`src/rtl/dram_arbiter_pkg.sv`:
```
// rtl/dram_arbiter_pkg.sv - shared constants and FSM state encoding for the DRAM arbiter
package dram_arbiter_pkg;

  localparam int ARB_NCORES = 4;

  typedef enum logic [1:0] {
    ARB_IDLE  = 2'd0,
    ARB_ISSUE = 2'd1,
    ARB_RWAIT = 2'd2,
    ARB_RDONE = 2'd3
  } arb_state_t;

endpackage

```
`src/rtl/dram_arbiter_rr_picker.sv`:
```
// rtl/dram_arbiter_rr_picker.sv - combinational rotating-priority picker, searches upward from last+1
module rr_picker #(
  parameter int N  = 4,
  parameter int LW = $clog2(N)
) (
  input  logic [N-1:0]  req,
  input  logic [LW-1:0] last,
  output logic [N-1:0]  pick,
  output logic          any
);

  // Walk from the farthest candidate to the nearest so the closest request after last wins.
  always_comb begin
    pick = '0;
    for (int k = N; k >= 1; k--) begin
      if (req[(int'(last) + k) % N]) begin
        pick = '0;
        pick[(int'(last) + k) % N] = 1'b1;
      end
    end
  end

  assign any = |req;

endmodule

```
`src/rtl/dram_arbiter.sv`:
```
// rtl/dram_arbiter.sv - round-robin arbiter sharing one synchronous-read DRAM between NCORES cores
module dram_arbiter
  import dram_arbiter_pkg::*;
#(
  parameter int NCORES = ARB_NCORES,
  parameter int AW     = 8,
  parameter int DW     = 8
) (
  input  logic                 CLK,
  input  logic                 rst,
  input  logic [NCORES-1:0]    req,
  input  logic [NCORES-1:0]    we,
  input  logic [NCORES*AW-1:0] addr,
  input  logic [NCORES*DW-1:0] wdata,
  output logic [NCORES-1:0]    gnt,
  output logic [DW-1:0]        rdata,
  output logic [NCORES-1:0]    rvalid,
  output logic [AW-1:0]        mem_addr,
  output logic [DW-1:0]        mem_data,
  output logic                 mem_wren,
  input  logic [DW-1:0]        mem_q
);

  localparam int LW = $clog2(NCORES);

  arb_state_t        state;
  logic [LW-1:0]     last;
  logic [LW-1:0]     win;
  logic [LW-1:0]     pick_idx;
  logic [NCORES-1:0] pick;
  logic              any;
  logic              we_q;

  rr_picker #(.N(NCORES), .LW(LW)) u_picker (
    .req  (req),
    .last (last),
    .pick (pick),
    .any  (any)
  );

  always_comb begin
    pick_idx = '0;
    for (int i = 0; i < NCORES; i++) begin
      if (pick[i]) pick_idx = LW'(i);
    end
  end

  // gnt/mem_wren are loaded on the IDLE->ISSUE edge so they are high exactly during ISSUE.
  always_ff @(posedge CLK or negedge rst) begin
    if (!rst) begin
      state    <= ARB_IDLE;
      last     <= LW'(NCORES - 1);
      win      <= '0;
      we_q     <= 1'b0;
      gnt      <= '0;
      rvalid   <= '0;
      mem_wren <= 1'b0;
      mem_addr <= '0;
      mem_data <= '0;
      rdata    <= '0;
    end else begin
      gnt      <= '0;
      rvalid   <= '0;
      mem_wren <= 1'b0;
      case (state)
        ARB_IDLE: begin
          if (any) begin
            win      <= pick_idx;
            mem_addr <= addr[pick_idx*AW +: AW];
            mem_data <= wdata[pick_idx*DW +: DW];
            we_q     <= we[pick_idx];
            gnt      <= pick;
            mem_wren <= we[pick_idx];
            state    <= ARB_ISSUE;
          end
        end
        ARB_ISSUE: begin
          last  <= win;
          state <= we_q ? ARB_IDLE : ARB_RWAIT;
        end
        ARB_RWAIT: begin
          rdata  <= mem_q;
          rvalid <= {{(NCORES-1){1'b0}}, 1'b1} << win;
          state  <= ARB_RDONE;
        end
        ARB_RDONE: state <= ARB_IDLE;
        default:   state <= ARB_IDLE;
      endcase
    end
  end

endmodule

```
`config.mk`:
```
export PLATFORM = sky130hd
export DESIGN_NAME = dram_arbiter
export DESIGN_NICKNAME = d
export VERILOG_FILES = /design/src/rtl/dram_arbiter_pkg.sv /design/src/rtl/dram_arbiter_rr_picker.sv /design/src/rtl/dram_arbiter.sv
export SDC_FILE = /design/constraint.sdc
export NUM_CORES = 1
export LEC_CHECK = 0
export BUFFER_PORTS_ARGS = -buffer_cell sky130_fd_sc_hd__buf_2
export CAP_MARGIN = 20
export CORE_MARGIN = 2
export CORE_UTILIZATION = 53
export CTS_BUF_LIST = sky130_fd_sc_hd__clkbuf_16
export DETAILED_ROUTE_END_ITERATION = 8
export MAX_ROUTING_LAYER = met4
export PLACE_DENSITY = 0.86
export SYNTH_ARGS = -nofsm -noshare
export SYNTH_HDL_FRONTEND = slang
export SYNTH_SLANG_ARGS = --single-unit
export TNS_END_PERCENT = 50
```
`constraint.sdc`:
```
create_clock -name CLK -period 5.87 [get_ports CLK]
set_clock_uncertainty 0.05 [all_clocks]
set_input_delay 1.174 -clock CLK [delete_from_list [all_inputs] [get_ports CLK]]
set_output_delay 1.174 -clock CLK [all_outputs]
set_load 0.01 [all_outputs]
```
==> flow_metrics.env <==
export IMPL_synth_area_leaders="dfrtp_1 34%, mux2i_1 7.1%, nand2_1 6.9%"
export IMPL_synthCells=326
export IMPL_postCtsSetupBuffers=0
export IMPL_synth_cell_types=45
export IMPL_combPwrFrac=0.640
export IMPL_drtPass1Iterations=5
export IMPL_layout_drive_gt1_share=0.320
export IMPL_yosys_warnings=0
export IMPL_synth_top_area_frac=0.336
export IMPL_critPathRequiredTime_ps=6020
export IMPL_crit_chain="inv_1 -> ha_1 -> mux2_2 -> and3_1 -> a2111oi_4 -> o211a_2 -> o21ai_0 -> o21ai_1"
export IMPL_die_area_um2=5940
export IMPL_synth_yosys_seq_area_share=0.354
export IMPL_cts_resized=0
export IMPL_cp_data_arrival_time_ps=4010
export IMPL_fmax_mhz=259
export IMPL_synth_edf_count=0
export IMPL_initialDrtViolationCount=230
export IMPL_tns_ps=0
export IMPL_crit_path_max_fanout=18
export IMPL_leakage_nw=1.75
export IMPL_grt_max_degree=41
export IMPL_crit_type="reg2reg"
export IMPL_gp_congestion=0.917
export IMPL_crit_family="compound AO/OA/AOI/OAI gates"
export IMPL_die_height_um=77.1
export IMPL_start_util=0.551
export IMPL_clk_insertion_delay_late_ps=280
export IMPL_root_buffer="clkbuf_16"
export IMPL_hpwl_um=5280
export IMPL_syn2layout_area_growth_pct=25.1
export IMPL_layout_worst_path_cycle_share=0.657
export IMPL_cts_sinks=40
export IMPL_ios=115
export IMPL_finalHoldViolations=0
export IMPL_swShare=0.485
export IMPL_overflow=0
export IMPL_layout_nets=514
export IMPL_start_kind="flip-flop"
export IMPL_grt_pass1_vias=2654
export IMPL_drc=0
export IMPL_route_detailed_wl_per_inst_um=15.2
export IMPL_avgSynthCellArea_um2=8.69
export IMPL_vias_per_cell=5.79
export IMPL_wirelength_um=7510
export IMPL_vdd_drop_max_uv=290
export IMPL_p_per_area_nw_per_um2=650
export IMPL_synth_seq_cells=40
export IMPL_crit_path_top_delay_cell="a2111oi_4"
export IMPL_async_flop_share=1.00
export IMPL_clock_path_buffers=2
export IMPL_yosysMostFrequentCell="nand2_1"
export IMPL_relSlewSlack=0.292
export IMPL_synth_nets=416
export IMPL_fin_crit_ps=3860
export IMPL_setup_viol=0
export IMPL_via_count=2864
export IMPL_slew_viol_final=0
export IMPL_synthTopCellsByCount="52 x nand2_1, 38 x dfrtp_1, 27 x o21ai_0"
export IMPL_synth_top_cell_by_area="dfrtp_1"
export IMPL_drtAntennaViolNets=0
export IMPL_worstMarginPinSlew_ps=1060
export IMPL_status="completed"
export IMPL_clock_power_share=0.135
export IMPL_insertedDiodeCount=0
export IMPL_power_switching_mw=1.12
export IMPL_die_w_um=77.1
export IMPL_cts_tree="built"
export IMPL_mappedNetlistArea_um2=2830
export IMPL_grt_first_pass_wirelength_um=12000
export IMPL_hold_path_class="reg2reg"
export IMPL_numCtsBuffers=5
export IMPL_p_int_mw=1.19
export IMPL_maxCapViolations=0
export IMPL_htreeDepth=2
export IMPL_io_buffers=114
export IMPL_postCtsHoldBufs=0
export IMPL_coreArea_um2=5140
export IMPL_slowest_delay_ps=930
export IMPL_cp_buffers_inverters=1
export IMPL_grt_usage=0.258
export IMPL_seqPwrFrac=0.225
export IMPL_cts_clk_slew_worst_paths_ps=60
export IMPL_row_count=26
export IMPL_final_core_util=0.689
export IMPL_synth_main_ff_cell="dfrtp_1"
export IMPL_antenna_found_initial=0
export IMPL_cp_end_kind="flip-flop"
export IMPL_rsz0062_at_grt="no"
cell type report:
class,count,area [µm²]
repair buffers,115,578
clock buffers,5,125
flip-flops and latches,40,1000
multi-input cells,240,1620
well taps,70,87.6
inverters,22,82.6
clock inverters,3,47.5
fillers,419,1600
worst paths after layout:
check                      startpoint     endpoint  slack [ps]  depth (start not counted)
min reg2reg                      we_q    flip-flop         420                          1
max                           last[0]  mem_data[3]        2010                          8
min in group asynchronous         rst  mem_data[0]         960                          1
max in group asynchronous         rst       gnt[3]        4240                          1
min                              we_q    flip-flop         420                          1
max reg2reg                   last[0]  mem_data[3]        2010                          8
flip-flops by register name, indices dropped and copies added (netlist names), named ones only:
register / count
gnt: 4
last: 2
mem_addr: 8
mem_data: 8
mem_wren: 1
rdata: 8
rvalid: 4
state: 1
we_q: 1
win: 2
per-stage QoR:
step / instances / worst slack [ps] / hold slack (ps) / area, µm² / power, mW
finish: 495 / 2010 / 423 / 3540 / 2.30
floorplan: 326 / 2750 / 385 / 2830 / 1.67
detailed placement: 487 / 1970 / 412 / 3370 / 1.97
CTS: 495 / 2040 / 424 / 3540 / 2.29
global placement: 487 / 2020 / 403 / 3370 / 1.93
global route: 495 / 1800 / 441 / 3540 / 2.48
layer usage:
metal	vias to the layer above	GRT usage	part of all wire
met1	1329	0.326	0.43
met5	-	-	0
met3	9	0.0435	0.067
met4	0	0.0714	0.011
met2	136	0.430	0.49
li1	1390	-	-
worst reg2reg max path, stage by stage (launching register included):
cell       delay [ps]
dfstp_2           710
inv_1             210
ha_1              420
mux2_2            380
and3_1            230
a2111oi_4         930
o211a_2           520
o21ai_0           170
o21ai_1           170
placed cells by master (no fill, tap or decap), drive strengths merged, types with 2 or more instances in the layout:
cell     synthesis  layout
buf             10     115
a21o             2       2
inv             22      22
clkinv           0       2
o22ai           18      18
mux2i           20      20
nand2b           4       4
clkbuf          14       5
nand3b           2       2
o21ai           36      36
dfrtp           38      38
a211o            3       3
a21oi           21      21
and2             3       3
nor3             2       2
nor2             7       7
mux2             3       3
o31ai           16      16
and3             4       4
a2111oi          2       2
dfstp            2       2
nand2           52      52
a211oi          17      17
mux4             4       4
ha               8       8
nor2b            2       2
power by group through the flow:
stage	clock (mW)	combinational, mW	sequential (mW)
final	0.310	1.47	0.518
after global routing	0.328	1.62	0.535
after CTS	0.314	1.46	0.515
after detailed placement	0	1.45	0.518
after global placement	0	1.41	0.514
after floorplan	0	1.13	0.541
logic make-up after synthesis:
family                     count (synthesis)  share of synthesized area
adders and majority gates                  8                     0.0354
and+or+nand+nor                           81                      0.130
muxes                                     27                      0.118
AOI/OAI and AO/OA                        124                      0.285
buffers and inverters                     46                     0.0764
DFF                                       40                      0.354
Note: power is estimated with default switching activity, not from simulation.
